## config.mk

```make
export PLATFORM = sky130hd
export DESIGN_NAME = fetch_unit
export DESIGN_NICKNAME = d
export VERILOG_FILES = /design/src/rtl/fetch_pkg.sv /design/src/rtl/fetch_fifo.sv /design/src/rtl/fetch_unit.sv
export SDC_FILE = /design/constraint.sdc
export NUM_CORES = 1
export LEC_CHECK = 0
export CAP_MARGIN = 20
export CORE_MARGIN = 8
export CORE_UTILIZATION = 55
export DETAILED_ROUTE_END_ITERATION = 16
export PLACE_DENSITY = 0.86
export SLEW_MARGIN = 5
export SYNTH_ARGS = -nofsm -noshare
export SYNTH_HDL_FRONTEND = slang
export SYNTH_HIERARCHICAL = 1
export SYNTH_SLANG_ARGS = --single-unit
```

## constraint.sdc

```tcl
create_clock -name I_clk -period 4.05 [get_ports I_clk]
set_input_delay 0.405 -clock I_clk [delete_from_list [all_inputs] [get_ports I_clk]]
set_output_delay 0.405 -clock I_clk [all_outputs]
set_load 0.01 [all_outputs]
```

## src/rtl/fetch_pkg.sv

```systemverilog
// rtl/fetch_pkg.sv - shared types and helpers for the instruction fetch stage
package fetch_pkg;

  typedef enum logic [1:0] {
    ST_IDLE    = 2'd0,
    ST_REQ     = 2'd1,
    ST_WAIT    = 2'd2,
    ST_DISCARD = 2'd3
  } fetch_state_t;

  localparam logic [1:0] SIZE_WORD = 2'd2;

  // Number of byte-address bits below one instruction word.
  function automatic int align_bits(input int dw);
    return $clog2(dw / 8);
  endfunction

endpackage

```

## src/rtl/fetch_fifo.sv

```systemverilog
// rtl/fetch_fifo.sv - circular prefetch buffer of {pc, instr} entries with flush
module fetch_fifo #(
  parameter int W     = 32,
  parameter int DEPTH = 4
) (
  input  logic                     clk,
  input  logic                     rst_n,
  input  logic                     push,
  input  logic [W-1:0]             wdata,
  input  logic                     pop,
  input  logic                     flush,
  output logic [W-1:0]             rdata,
  output logic [$clog2(DEPTH):0]   count,
  output logic                     empty
);

  localparam int PW = $clog2(DEPTH);

  logic [W-1:0]  mem [DEPTH];
  logic [PW-1:0] wr_ptr;
  logic [PW-1:0] rd_ptr;
  logic          full;
  logic          do_push;
  logic          do_pop;

  assign empty   = (count == '0);
  assign full    = (count == (PW+1)'(DEPTH));
  // A full buffer still accepts a push when the head leaves in the same cycle.
  assign do_push = push && (!full || pop);
  assign do_pop  = pop && !empty;
  assign rdata   = mem[rd_ptr];

  always_ff @(posedge clk or negedge rst_n) begin
    if (!rst_n) begin
      wr_ptr <= '0;
      rd_ptr <= '0;
      count  <= '0;
    end else if (flush) begin
      wr_ptr <= '0;
      rd_ptr <= '0;
      count  <= '0;
    end else begin
      if (do_push) wr_ptr <= wr_ptr + PW'(1);
      if (do_pop)  rd_ptr <= rd_ptr + PW'(1);
      case ({do_push, do_pop})
        2'b10:   count <= count + (PW+1)'(1);
        2'b01:   count <= count - (PW+1)'(1);
        default: count <= count;
      endcase
    end
  end

  always_ff @(posedge clk) begin
    if (do_push && !flush) mem[wr_ptr] <= wdata;
  end

endmodule

```

## src/rtl/fetch_unit.sv

```systemverilog
// rtl/fetch_unit.sv - prefetching instruction fetch stage with redirect flush
// Optional FETCH_BYPASS_EN: forward a response straight to the outputs when the queue is empty.
module fetch_unit
  import fetch_pkg::*;
#(
  parameter int            DW       = 16,
  parameter int            AW       = 16,
  parameter int            DEPTH    = 4,
  parameter logic [AW-1:0] RESET_PC = '0
) (
  input  logic          I_clk,
  input  logic          I_reset,
  input  logic          I_take,
  input  logic          I_redirect,
  input  logic [AW-1:0] I_redirect_pc,
  output logic          O_valid,
  output logic [DW-1:0] O_instr,
  output logic [AW-1:0] O_pc,
  input  logic          MEM_ready,
  output logic          MEM_exec,
  output logic [1:0]    MEM_size,
  output logic [AW-1:0] MEM_addr,
  input  logic [DW-1:0] MEM_data_in,
  input  logic          MEM_data_ready
);

  localparam int            AB         = align_bits(DW);
  localparam int            CW         = $clog2(DEPTH) + 1;
  localparam logic [AW-1:0] STEP       = AW'(DW / 8);
  localparam logic [AW-1:0] ALIGN_MASK = ~((AW'(1) << AB) - AW'(1));

  fetch_state_t     state, state_nxt;
  logic [AW-1:0]    fetch_pc;
  logic [AW-1:0]    mem_addr;
  logic [AW+DW-1:0] head;
  logic [CW-1:0]    count;
  logic             empty;
  logic             resp;
  logic             bypass;
  logic             push;
  logic             pop;

  // A response only counts when no redirect lands on the same edge.
  assign resp = (state == ST_WAIT) && MEM_data_ready && !I_redirect;
  assign pop  = I_take && !empty && !I_redirect;

`ifdef FETCH_BYPASS_EN
  assign bypass  = resp && empty;
  assign O_valid = !empty || bypass;
  assign O_pc    = !empty ? head[AW+DW-1:DW] : (bypass ? fetch_pc : '0);
  assign O_instr = !empty ? head[DW-1:0] : (bypass ? MEM_data_in : '0);
`else
  assign bypass  = 1'b0;
  assign O_valid = !empty;
  assign O_pc    = empty ? '0 : head[AW+DW-1:DW];
  assign O_instr = empty ? '0 : head[DW-1:0];
`endif

  // A forwarded entry that is consumed immediately never enters the queue.
  assign push = resp && !(bypass && I_take);

  fetch_fifo #(
    .W     (AW + DW),
    .DEPTH (DEPTH)
  ) u_fifo (
    .clk   (I_clk),
    .rst_n (I_reset),
    .push  (push),
    .wdata ({fetch_pc, MEM_data_in}),
    .pop   (pop),
    .flush (I_redirect),
    .rdata (head),
    .count (count),
    .empty (empty)
  );

  always_comb begin
    state_nxt = state;
    case (state)
      ST_IDLE:    if (!I_redirect && MEM_ready && (count < CW'(DEPTH))) state_nxt = ST_REQ;
      ST_REQ:     state_nxt = I_redirect ? ST_DISCARD : ST_WAIT;
      ST_WAIT: begin
        if (MEM_data_ready)  state_nxt = ST_IDLE;
        else if (I_redirect) state_nxt = ST_DISCARD;
      end
      ST_DISCARD: if (MEM_data_ready) state_nxt = ST_IDLE;
      default:    state_nxt = ST_IDLE;
    endcase
  end

  always_ff @(posedge I_clk or negedge I_reset) begin
    if (!I_reset) begin
      state    <= ST_IDLE;
      fetch_pc <= RESET_PC;
      mem_addr <= RESET_PC;
    end else begin
      state <= state_nxt;
      if (I_redirect)  fetch_pc <= I_redirect_pc & ALIGN_MASK;
      else if (resp)   fetch_pc <= fetch_pc + STEP;
      // Latched at issue so the address stays stable even if a redirect moves fetch_pc.
      if (state == ST_IDLE && state_nxt == ST_REQ) mem_addr <= fetch_pc;
    end
  end

  assign MEM_exec = (state == ST_REQ);
  assign MEM_size = SIZE_WORD;
  assign MEM_addr = mem_addr;

endmodule

```

-- Yosys cells after proc, flatten, opt, wreduce, memory -nomap -nowiden
Memory sizes are Yosys's and may differ from the RTL's.
Cells that the tools add are included.
- flip-flop bits (word level): 41
- bits in latches: 0
- RAM bits: 128
- ROM bits: 0
- output and inout bits: 52
- memories kept: 1
- memory list (name ; words ; bits a word ; rd ports ; clocked after Yosys merged registers in ; write ports ; RTL line ; RTL):
    u_fifo.mem ; 4 ; 32 ; 1 ; 0 ; 1 ; fetch_fifo.sv:19 ; logic [W-1:0] mem [DEPTH];
- add/subtract/negate cells: 5
- $mul: 0
- divide/modulo/power cells: 0
- magnitude comparators: 1
- equality and inequality tests: 7
- shifts and indexed selects: 0
- muxes and demuxes: 18
- bitwise gates (word level): 0
- reductions and logical operators: 20
- operators with widths (operator ; count):
    $mux 16 ; 4
    $add 16x2->16 const B ; 1
    $mux 2 ; 8
    $logic_and 1x1->1 ; 10
    $pmux 2 s4 ; 1
    $eq 2x1->1 const B ; 3
    $eq 2x2->1 const B ; 3
    $pmux 3 s2 ; 1
    $reduce_bool 2->1 ; 3
    $add 2x1->2 const B ; 2
    $add 3x1->3 const B ; 1
    $eq 3x3->1 const B ; 1
    $logic_not 1->1 ; 3
    $logic_not 3->1 ; 1
    $lt 3x3->1 const B ; 1
    $mux 1 ; 3
    $mux 3 ; 1
    $reduce_bool 3->1 ; 1
    $sub 3x1->3 const B ; 1
    $logic_not 2->1 ; 1
    $logic_or 1x1->1 ; 1

-- Depth between registers and ports, before layout
Gate-level depths: netlist of the first run.
- word-level depth: 9
- gate-level depth with buffers: 11

-- Hierarchy
Netlist of the first run, hierarchy kept.
- by module, submodules not included (module ; instances ; cells an instance ; area an instance (sq um) ; seq. area each (sq um)):
    fetch_fifo ; 1 ; 231 ; 5222.5 ; 4018.9
    fetch_unit ; 1 ; 183 ; 1898.1 ; 800.8

-- Least setup slack after synthesis of the first run
No wires, ideal clock.
- path type: register -> register
- start point: reg u_fifo.count[1]
- end point: reg u_fifo.count[2]
- arrival: 2.789 ns
- data required time: 3.968 ns
- path slack: 1.179 ns
- stages on the path, launching flop included: 11
- path buffers: 3
- clock period less this slack: 2.871 ns
- cells stage by stage: dfrtp_1 -> buf_6 -> nor3_1 -> clkbuf_1 -> nor3b_1 -> buf_4 -> nand2b_4 -> nor2_1 -> fa_1 -> or4_1 -> a31oi_1
- word-level cells in the longest chain between the ends: 9
- RTL lines (what ; RTL line ; RTL):
    from (decl) ; fetch_fifo.sv:13 ; output logic [$clog2(DEPTH):0] count,
    from (signal assigned) ; fetch_fifo.sv:46 ; 2'b10: count <= count + (PW+1)'(1);
    from (signal assigned) ; fetch_fifo.sv:47 ; 2'b01: count <= count - (PW+1)'(1);
    from (signal assigned) ; fetch_fifo.sv:48 ; default: count <= count;
    $logic_not 3->1 * ; fetch_fifo.sv:26 ; assign empty = (count == '0);
    net empty ; fetch_unit.sv:37 ; logic empty;
    $logic_not 1->1 * ; fetch_unit.sv:45 ; assign pop = I_take && !empty && !I_redirect;
    $logic_and 1x1->1 * (2 in a row) ; fetch_unit.sv:45 ;
    net pop ; fetch_unit.sv:41 ; logic pop;
    $logic_or 1x1->1 ; fetch_fifo.sv:29 ; assign do_push = push && (!full || pop);
    $logic_and 1x1->1 ; fetch_fifo.sv:29 ;
    $eq 2x1->1 or $eq 2x2->1 (tied branches) ; fetch_fifo.sv:45 ; case ({do_push, do_pop})
    $pmux 3 s2 ; fetch_fifo.sv:45 ;
    $mux 3 ; fetch_fifo.sv:38 ; end else if (flush) begin
The timed path passes the listed nets; every way through them passes the cells marked *.
A chain may end at the register's enable or synchronous reset.

-- Worst setup path in the final report of the first run
- start point: reg u_fifo.rd_ptr[0]
- end point: out O_pc[5]
- word-level cells in the longest chain between the ends: 2
- RTL lines (what ; RTL line ; RTL):
    from (decl) ; fetch_fifo.sv:21 ; logic [PW-1:0] rd_ptr;
    from (signal assigned) ; fetch_fifo.sv:44 ; if (do_pop) rd_ptr <= rd_ptr + PW'(1);
    $mem_v2 4x32 ; -- ;
    net head[21] ; fetch_unit.sv:35 ; logic [AW+DW-1:0] head;
    $mux 16 ; fetch_unit.sv:55 ; assign O_pc = empty ? '0 : head[AW+DW-1:DW];
    to (decl) ; fetch_unit.sv:18 ; output logic [AW-1:0] O_pc,
The timed path passes the listed nets, and every way through them passes these cells.

==> out/metrics.yaml, run 1 <==
critical_path:
  cp_max_fo: 18
  worstSetupEndpointType: "output pin"
  r2r_slack_ns: 1.21
  worstPathArrival_ns: 2.73
  cp-start-kind: "flip-flop"
  crit_family: "buffers and inverters"
  cp_slowest_stage_delay_ns: 0.75
  cp_slowest_cell: "dfrtp_2"
  required_ns: 3.64
  crit_chain: "buf_4 > mux4_2 > nor2b_1 > clkdlybuf4s50_1"
  critPathKind: "reg2out"
  critPathBufInv: 2
power:
  p_leak_nw: 2.99
  power_frac_seq_pct: 48.4
  netSwitchingFraction_pct: 24.9
  p_switching_mw: 1.09
  p_per_area_nw_per_um2: 500
  vdd_drop_max_v: 0.000371
  comb_power_share_pct: 14.9
  internal_power_mw: 3.29
  p_clk_share_pct: 36.7
synth:
  synth_top_area_share_pct: 54.0
  ys_seq_area_share_pct: 67.7
  synth_edf_count: 128
  synth_area_leaders: "edfxtp_1 54%, dfrtp_1 14%, mux4_2 10%"
  yosys_warnings: 6
  synthMostInstantiatedCell: "edfxtp_1"
  yosysTopAreaCell: "edfxtp_1"
  synthTopCellsByCount: "128 x edfxtp_1, 39 x dfrtp_1, 34 x nor2b_1"
  async_reset_ff_share_pct: 23.4
  synthesis.area_sq_um: 7120
  synth_cells: 414
  synthFlopType: "edfxtp_1"
  synth_cell_types: 53
  synth-seq-cells: 167
  avgSynthCellArea_sq_um: 17.2
finish:
  nFillCells: 816
  fin_nets: 553
  area_delta_synth_final_pct: 22.9
  drive_gt1_share_pct: 20.3
  antennaDiodeCount: 0
global_route:
  grtUsageMet2_pct: 30.1
  grt_pass1_wl_mm: 23.4
  grt_pass1_vias: 4196
  grt_start_max_net_pins: 40
  antenna_found_initial: 0
  grtUsageTotal_pct: 18.4
  grt_use_met3_pct: 4.49
  overflow: 0
  grt.met1_usage_pct: 24.0
  top_usage_layer: "met2"
clock_tree:
  cts_tree: "built"
  clockRootBuffer: "clkbuf_16"
  post_cts_resized: 0
  clockBufferDepth: 2
  numCtsBuffers: 17
  clock_latency_ns: 0.41
  cts_hold_buf: 0
  cts_setup_buffers: 0
  cts_sinks: 167
  cts.reportedPaths.clkPinSlew_ns: 0.07
  htreeDepth: 4
sta:
  min_period_ns: 3.14
  tightest_slew_ns: 0.874
  skew_ns: 0.0100
  tns_ns: 0
  setup_viol: 0
  maxSlewHeadroom_pct: 41.7
  drv_slew: 0
  rsz0062_at_grt: "no"
  period_share_pct: 77.4
  hold_slack_ns: 0.105
  hold_viol_final: 0
  fmax_mhz: 319
drt:
  num_vias: 3881
  antenna_left: 0
  drc: 0
  drt-wirelength-per-cell_um: 21.0
  via_per_inst: 5.59
  routed_wl_mm: 14.6
  first_pass_iters: 6
  drtIter0Drc: 322
job:
  max_cap_viol_count: 0
floorplanning:
  die-height_um: 130
  io_pins: 90
  initial_core_util_pct: 56.4
  dieWidth_um: 130
  die-area_sq_um: 16800
  rows: 41
  coreArea_sq_um: 12600
placement:
  gp_congestion: 0.776
  portBuffers: 85
  dp_hpwl_mm: 9.06
status:
  status: "finished clean"
min_path:
  hold_path.class: "in2async"
[final cells by class]
type	count	area [sq um]	share of cell area, %
sequential	167	4820	55.1
tap	172	215	2.46
timing repair buffer	97	973	11.1
clock buffer	21	504	5.76
multi-input combinational	218	2110	24.1
inverter	8	30.0	0.343
clock inverter	11	98.8	1.13
[power groups by stage]
stage / logic (mW) / clock network, mW / registers (mW)
2_1_floorplan: 0.337 / 0 / 2.14
3_3_place_gp: 0.642 / 0 / 2.14
3_5_place_dp: 0.651 / 0 / 2.15
4_1_cts: 0.662 / 1.63 / 2.12
5_1_grt: 0.698 / 1.70 / 2.14
6_report: 0.652 / 1.60 / 2.12
[through the flow]
stage	util (%)	setup slack [ns]	power, mW	area (sq um)	cells
floorplan	-	1.18	2.47	7140	419
global placement	64.6	0.995	2.78	8150	662
detailed placement	64.6	0.899	2.80	8150	662
CTS	69.3	0.828	4.42	8750	694
global route	69.3	0.764	4.54	8750	694
finish	69.3	0.915	4.38	8750	694
[metal layers]
metal / routed length (um) / vias to the layer above
li1: - / 1760
met1: 6410 / 1990
met2: 7210 / 118
met3: 778 / 13
met4: 162 / 0
met5: 0 / -
[final timing paths]
check | from | to | cells past startpoint
max | u_fifo/rd_ptr[0] | O_pc[5] | 4
min | I_reset | MEM_addr[4] | 1
max reg2reg | u_fifo/count[1] | u_fifo/mem[1][23] | 7
min reg2reg | MEM_addr[4] | MEM_addr[4] | 1
max in group asynchronous | I_reset | u_fifo/rd_ptr[0] | 1
min in group I_clk | MEM_addr[4] | MEM_addr[4] | 1
[cell usage in the layout (no fill, tap or decap), types with 4 or more instances in the layout]
cell,count
nor3_1,7
inv_1,8
mux2_2,6
xnor2_1,10
edfxtp_1,128
mux2_4,10
ha_1,5
nand2_1,18
nor2b_1,34
dfrtp_1,38
o21ai_0,11
nand3_1,7
clkdlybuf4s50_1,84
and2_1,4
inv_6,6
xor2_1,5
conb_1,7
nor2_1,12
o21ai_1,5
buf_4,9
a21oi_1,6
clkbuf_16,20
mux4_2,32
[cells by family (layout without fill, tap and decap cells)]
group,after synthesis,after routing,synth area share [%]
AO/OA/AOI/OAI,35,35,3.00
XOR/XNOR,15,15,1.84
other,2,7,0.105
AND/OR/NAND/NOR,105,105,9.68
adder cells (fa/ha/maj),6,6,1.16
buffers and inverters,34,137,3.06
flip-flops,167,167,67.7
multiplexers,50,50,13.5
[sequential cells by signal, indices dropped and copies added, names as in the netlist]
register       flops
u_fifo/mem       128
u_fifo/wr_ptr      2
MEM_addr          15
u_fifo/count       3
state              2
u_fifo/rd_ptr      2
fetch_pc          15
(Power assumes the default switching activity.)
==> inputs of run 2 (changes only) <==
--- a/config.mk
+++ b/config.mk
@@ -7,9 +7,9 @@
 export LEC_CHECK = 0
 export CAP_MARGIN = 20
 export CORE_MARGIN = 8
-export CORE_UTILIZATION = 55
+export CORE_UTILIZATION = 50
 export DETAILED_ROUTE_END_ITERATION = 16
-export PLACE_DENSITY = 0.86
+export PLACE_DENSITY = 0.83
 export SLEW_MARGIN = 5
 export SYNTH_ARGS = -nofsm -noshare
 export SYNTH_HDL_FRONTEND = slang
==> constraint.sdc (replaced) <==
create_clock -name I_clk -period 2.65 [get_ports I_clk]
set_input_delay 0.265 -clock I_clk [delete_from_list [all_inputs] [get_ports I_clk]]
set_output_delay 0.265 -clock I_clk [all_outputs]
set_load 0.01 [all_outputs]
==> run 2 against run 1 <==
Net effect:
- clock skew is 0.0014 ns lower
- routed wire length is 3.0% lower
- via count is 1.1% lower
- combinational power increased by 61%
- critical path depth stayed put
- sequential share of layout area fell by 0.68 points
- sequential power up 52%
- die area increased by 8.7%
- setup slack got worse by 0.83 ns
- cell count is 2.7% higher
- hold slack improved by 0.28 ns
- highest routed layer unchanged
==> out/metrics.yaml, run 2 (synthesis results as in run 1) <==
placement:
  dp_hpwl_mm: 8.77  # -3.3%
  portBuffers: 85  # unchanged
  dp_slack_ns: 0.190  # -0.708 ns
  placedCellCount: 678  # +2.4%
  gp_congestion: 0.808  # +4.1%
global_route:
  grt_pass1_wl_mm: 22.6  # -3.3%
  grtUsageTotal_pct: 16.4  # -1.9 points
  antenna_found_initial: 0  # unchanged
  grt_pass1_vias: 4193  # -0.071%
  grt_start_max_net_pins: 40  # unchanged
  overflow: 0  # unchanged
floorplanning:
  io_pins: 90  # unchanged
  die-height_um: 135  # +4.3%
  rows: 43  # +4.9%
  dieWidth_um: 135  # +4.3%
  initial_core_util_pct: 51.3  # -5.1 points
  die-area_sq_um: 18300  # +8.7%
  coreArea_sq_um: 13900  # +10%
drt:
  drc: 0  # unchanged
  via_per_inst: 5.38  # -3.8%
  num_vias: 3837  # -1.1%
  first_pass_iters: 4  # -2
  drt-wirelength-per-cell_um: 19.8  # -5.6%
  antenna_left: 0  # unchanged
  drtIter0Drc: 287  # -11%
  routed_wl_mm: 14.1  # -3.0%
finish:
  layout_commonest_cell: "edfxtp_1"
  fin_nets: 564  # +2.0%
  nFillCells: 938  # +15%
  layout.cells.non_filler: 713  # +2.7%
  antennaDiodeCount: 0  # unchanged
  regMostFlops: "u_fifo/mem"
  area_delta_synth_final_pct: 24.5
  drive_gt1_share_pct: 22.3  # +2.0 points
  layout_common_cells: "128 x edfxtp_1, 84 x clkdlybuf4s50_1, 38 x dfrtp_1, 34 x nor2b_1, 32 x mux4_2"
  largest_reg_flops: 128  # unchanged
sta:
  drv_slew: 0  # unchanged
  tns_ns: 0  # unchanged
  min_period_ns: 2.56
  tightest_slew_ns: 0.882  # +0.00819 ns
  period_share_pct: 96.7
  hold_viol_final: 0  # unchanged
  fmax_mhz: 390
  fin_ws_ns: 0.0871  # -0.828 ns
  setup_viol: 0  # unchanged
  rsz0062_at_grt: "no"
  skew_ns: 0.00865  # -0.00139 ns
  maxSlewHeadroom_pct: 41.2  # -0.55 points
min_path:
  hold_path.class: "in2reg"
power:
  vdd_drop_max_v: 0.000514  # +38%
  power.total_mw: 6.57  # +50%
  p_per_area_nw_per_um2: 741  # +48%
  p_leak_nw: 3.03  # +1.5%
clock_tree:
  cts_tree: "built"
  htreeDepth: 4  # unchanged
  numCtsBuffers: 17  # unchanged
  cts.reportedPaths.clkPinSlew_ns: 0.07  # about the same
  cts_sinks: 167  # unchanged
  clockRootBuffer: "clkbuf_16"
  clockBufferDepth: 2  # unchanged
  clock_latency_ns: 0.42  # about the same
critical_path:
  worstPathArrival_ns: 2.30  # -0.43 ns
  cp-start-kind: "flip-flop"
  worstSetupEndpointType: "output pin"
  critPathKind: "reg2out"
  required_ns: 2.38  # -1.26 ns
  cp_max_fo: 14  # -4
status:
  status: "finished clean"
job:
  max_cap_viol_count: 0  # unchanged
run 2: repair_timing:
item,4_1_cts,5_1_grt
hold buffers,1,0
resized for setup,1,0
setup buffers,2,0
endpoints found under the setup margin,25,0
endpoints found under the hold margin,39,0
run 2: final cells by class:
cell class / count / area, sq um / area share, %
multi-input combinational: 218 / 2120 / 23.9
clock inverter: 15 / 134 / 1.51
sequential: 167 / 4820 / 54.4
timing repair buffer: 108 / 1110 / 12.5
tap: 180 / 225 / 2.54
clock buffer: 17 / 425 / 4.80
inverter: 8 / 30.0 / 0.339
run 2: final timing paths:
| check | depth (start not counted) | endpoint | slack, ns | startpoint |
|---|---|---|---|---|
| max | 4 | O_pc[4] | 0.09 | u_fifo/rd_ptr[0] |
| min | 3 | fetch_pc[8] | 0.39 | I_redirect_pc[8] |
| max reg2reg | 9 | u_fifo/count[1] | 0.31 | u_fifo/count[2] |
| min reg2reg | 1 | MEM_addr[6] | 0.51 | MEM_addr[6] |
| max in group asynchronous | 2 | u_fifo/rd_ptr[0] | 1.51 | I_reset |
| min in group asynchronous | 2 | state[0] | 0.49 | I_reset |
run 2: stage by stage:
stage	cell area (sq um)	utilization (%)	hold WS, ns
2_1_floorplan	7150	-	-0.0306
3_3_place_gp	8280	59.6	0.426
3_5_place_dp	8280	59.6	0.437
4_1_cts	8860	63.9	0.376
5_1_grt	8860	63.9	0.416
6_report	8860	63.9	0.388
run 2: power breakdown:
| part | internal [mW] | total [mW] | switching (mW) |
|---|---|---|---|
| registers | 3.03 | 3.22 | 0.187 |
| logic | 0.612 | 1.05 | 0.438 |
| clock network | 1.24 | 2.30 | 1.06 |
| total | 4.88 | 6.57 | 1.69 |
run 2: metal layers:
layer  up-vias  track usage, %  routed length (um)  share of wire, %
met3        19            4.75                 911               6.5
met5         -               0                   0                 0
met2       118            27.7                6990                49
met4         0            6.35                 254               1.8
li1       1784               -                   -                 -
met1      1916            19.5                5970                42
run 2: critical path, cell delays in order (launching register included):
cell,delay [ns]
dfrtp_4,0.47
buf_12,0.19
mux4_2,0.55
nor2b_1,0.17
clkdlybuf4s50_1,0.50
==> inputs of run 3 (changes only) <==
--- a/config.mk
+++ b/config.mk
@@ -9,6 +9,7 @@
 export CORE_MARGIN = 8
 export CORE_UTILIZATION = 50
 export DETAILED_ROUTE_END_ITERATION = 16
+export MAX_ROUTING_LAYER = met4
 export PLACE_DENSITY = 0.83
 export SLEW_MARGIN = 5
 export SYNTH_ARGS = -nofsm -noshare
==> run 3 against run 2 <==
Net effect:
- clock power about the same
- critical endpoint unchanged
- sequential power about the same
- register-to-register slack about the same
- largest power group unchanged
- cell count unchanged
- power about the same
- global-route usage up 0.45 points
- flip-flop and latch count unchanged
- clock skew about the same
==> out/metrics.yaml, run 3 (synthesis results as in run 1) <==
drt:
  routed_wl_mm: 14.1  # -0.41%
  drc: 0  # unchanged
  drt-wirelength-per-cell_um: 19.7  # -0.41%
  drtIter0Drc: 300  # +4.5%
  num_vias: 3836  # -0.026%
  via_per_inst: 5.38  # about the same
  first_pass_iters: 4  # unchanged
  antenna_left: 0  # unchanged
floorplanning:
  rows: 43  # unchanged
  coreArea_sq_um: 13900  # unchanged
  die-area_sq_um: 18300  # unchanged
  initial_core_util_pct: 51.3  # unchanged
  dieWidth_um: 135  # unchanged
  io_pins: 90  # unchanged
  die-height_um: 135  # unchanged
finish:
  antennaDiodeCount: 0  # unchanged
  layout.cells.non_filler: 713  # unchanged
  drive_gt1_share_pct: 22.3  # unchanged
  layout_common_cells: "128 x edfxtp_1, 84 x clkdlybuf4s50_1, 38 x dfrtp_1, 34 x nor2b_1, 32 x mux4_2"
  largest_reg_flops: 128  # unchanged
  regMostFlops: "u_fifo/mem"
  fin_nets: 564  # unchanged
  multi_input_area_sq_um: 2120  # unchanged
  nFillCells: 938  # unchanged
  layout_commonest_cell: "edfxtp_1"
  area_delta_synth_final_pct: 24.5  # unchanged
  seqCellArea_sq_um: 4820  # unchanged
clock_tree:
  clockBufferDepth: 2  # unchanged
  cts_sinks: 167  # unchanged
  cts.reportedPaths.clkPinSlew_ns: 0.06  # about the same
  numCtsBuffers: 17  # unchanged
  clock_latency_ns: 0.42  # about the same
  cts_tree: "built"
  clockRootBuffer: "clkbuf_16"
  htreeDepth: 4  # unchanged
sta:
  fmax_mhz: 392  # +0.47%
  hold_viol_final: 0  # unchanged
  setup_viol: 0  # unchanged
  tightest_slew_ns: 0.872  # -0.0105 ns
  skew_ns: 0.00897  # +0.000325 ns
  drv_slew: 0  # unchanged
  maxSlewHeadroom_pct: 41.9  # +0.70 points
  tns_ns: 0  # unchanged
  rsz0062_at_grt: "no"
  min_period_ns: 2.55  # -0.0119 ns
  period_share_pct: 96.3  # -0.45 points
power:
  vdd_drop_max_v: 0.000514  # about the same
  p_leak_nw: 3.03  # unchanged
  power.total_mw: 6.57  # about the same
  p_per_area_nw_per_um2: 741  # about the same
critical_path:
  cp-start-kind: "flip-flop"
  worstSetupEndpointType: "output pin"
  critPathKind: "reg2out"
  cp_max_fo: 14  # unchanged
  worstPathArrival_ns: 2.29  # about the same
  required_ns: 2.38  # about the same
global_route:
  grt_pass1_wl_mm: 22.5  # -0.21%
  grt_start_max_net_pins: 40  # unchanged
  grtUsageTotal_pct: 16.9  # +0.45 points
  antenna_found_initial: 0  # unchanged
  overflow: 0  # unchanged
  grt_pass1_vias: 4201  # +0.19%
status:
  status: "finished clean"
placement:
  portBuffers: 85  # unchanged
  dp_hpwl_mm: 8.77  # unchanged
  gp_congestion: 0.820  # +1.5%
  placedCellCount: 678  # unchanged
job:
  max_cap_viol_count: 0  # unchanged
min_path:
  hold_path.class: "in2reg"
[run 3: final timing paths]
path | cells past startpoint | slack, ns | endpoint | start
max | 4 | 0.1 | O_pc[4] | u_fifo/rd_ptr[0]
min | 3 | 0.39 | fetch_pc[8] | I_redirect_pc[8]
max reg2reg | 9 | 0.31 | u_fifo/count[1] | u_fifo/count[2]
min reg2reg | 1 | 0.51 | MEM_addr[6] | MEM_addr[6]
max in group asynchronous | 2 | 1.52 | u_fifo/rd_ptr[0] | I_reset
min in group asynchronous | 2 | 0.49 | state[0] | I_reset
[run 3: area by class of cell]
type,count,share of cell area (%)
Clock inverter,15,1.51
Timing Repair Buffer,108,12.5
Sequential cell,167,54.4
Inverter,8,0.339
Tap cell,180,2.54
Clock buffer,17,4.80
Multi-Input combinational cell,218,23.9
[run 3: metal layers]
metal	up-vias	GRT usage [%]	share of wire, %
met5	-	-	0
met4	0	6.35	1.5
met3	14	3.93	5.5
met2	123	27.8	50
met1	1913	19.8	43
li1	1786	-	-
[run 3: critical path, cell delays in order, from the launching register on]
cell and delay [ns]:
dfrtp_4 0.46, buf_12 0.19, mux4_2 0.55, nor2b_1 0.17, clkdlybuf4s50_1 0.50
[run 3: power by group]
| group | internal (mW) | switching, mW | leakage [nW] |
|---|---|---|---|
| sequential | 3.03 | 0.189 | 1.64 |
| clock | 1.24 | 1.06 | 0.274 |
| combinational | 0.612 | 0.438 | 1.12 |
[run 3: what timing repair did]
action,4_1_cts,5_1_grt
gates resized for setup,1,0
setup endpoints to repair,25,0
hold endpoints to repair,39,0
buffers inserted,2,0
hold buffers,1,0
[run 3: per-stage QoR]
| stage | utilization, % | area, sq um | setup WS [ns] | hold WS [ns] |
|---|---|---|---|---|
| after detailed placement | 59.6 | 8280 | 0.190 | 0.437 |
| after global placement | 59.6 | 8280 | 0.268 | 0.426 |
| final | 63.9 | 8860 | 0.0990 | 0.393 |
| after CTS | 63.9 | 8860 | 0.0576 | 0.376 |
| after floorplan | - | 7150 | 0.000110 | -0.0306 |
| after global routing | 63.9 | 8860 | 0.0132 | 0.416 |
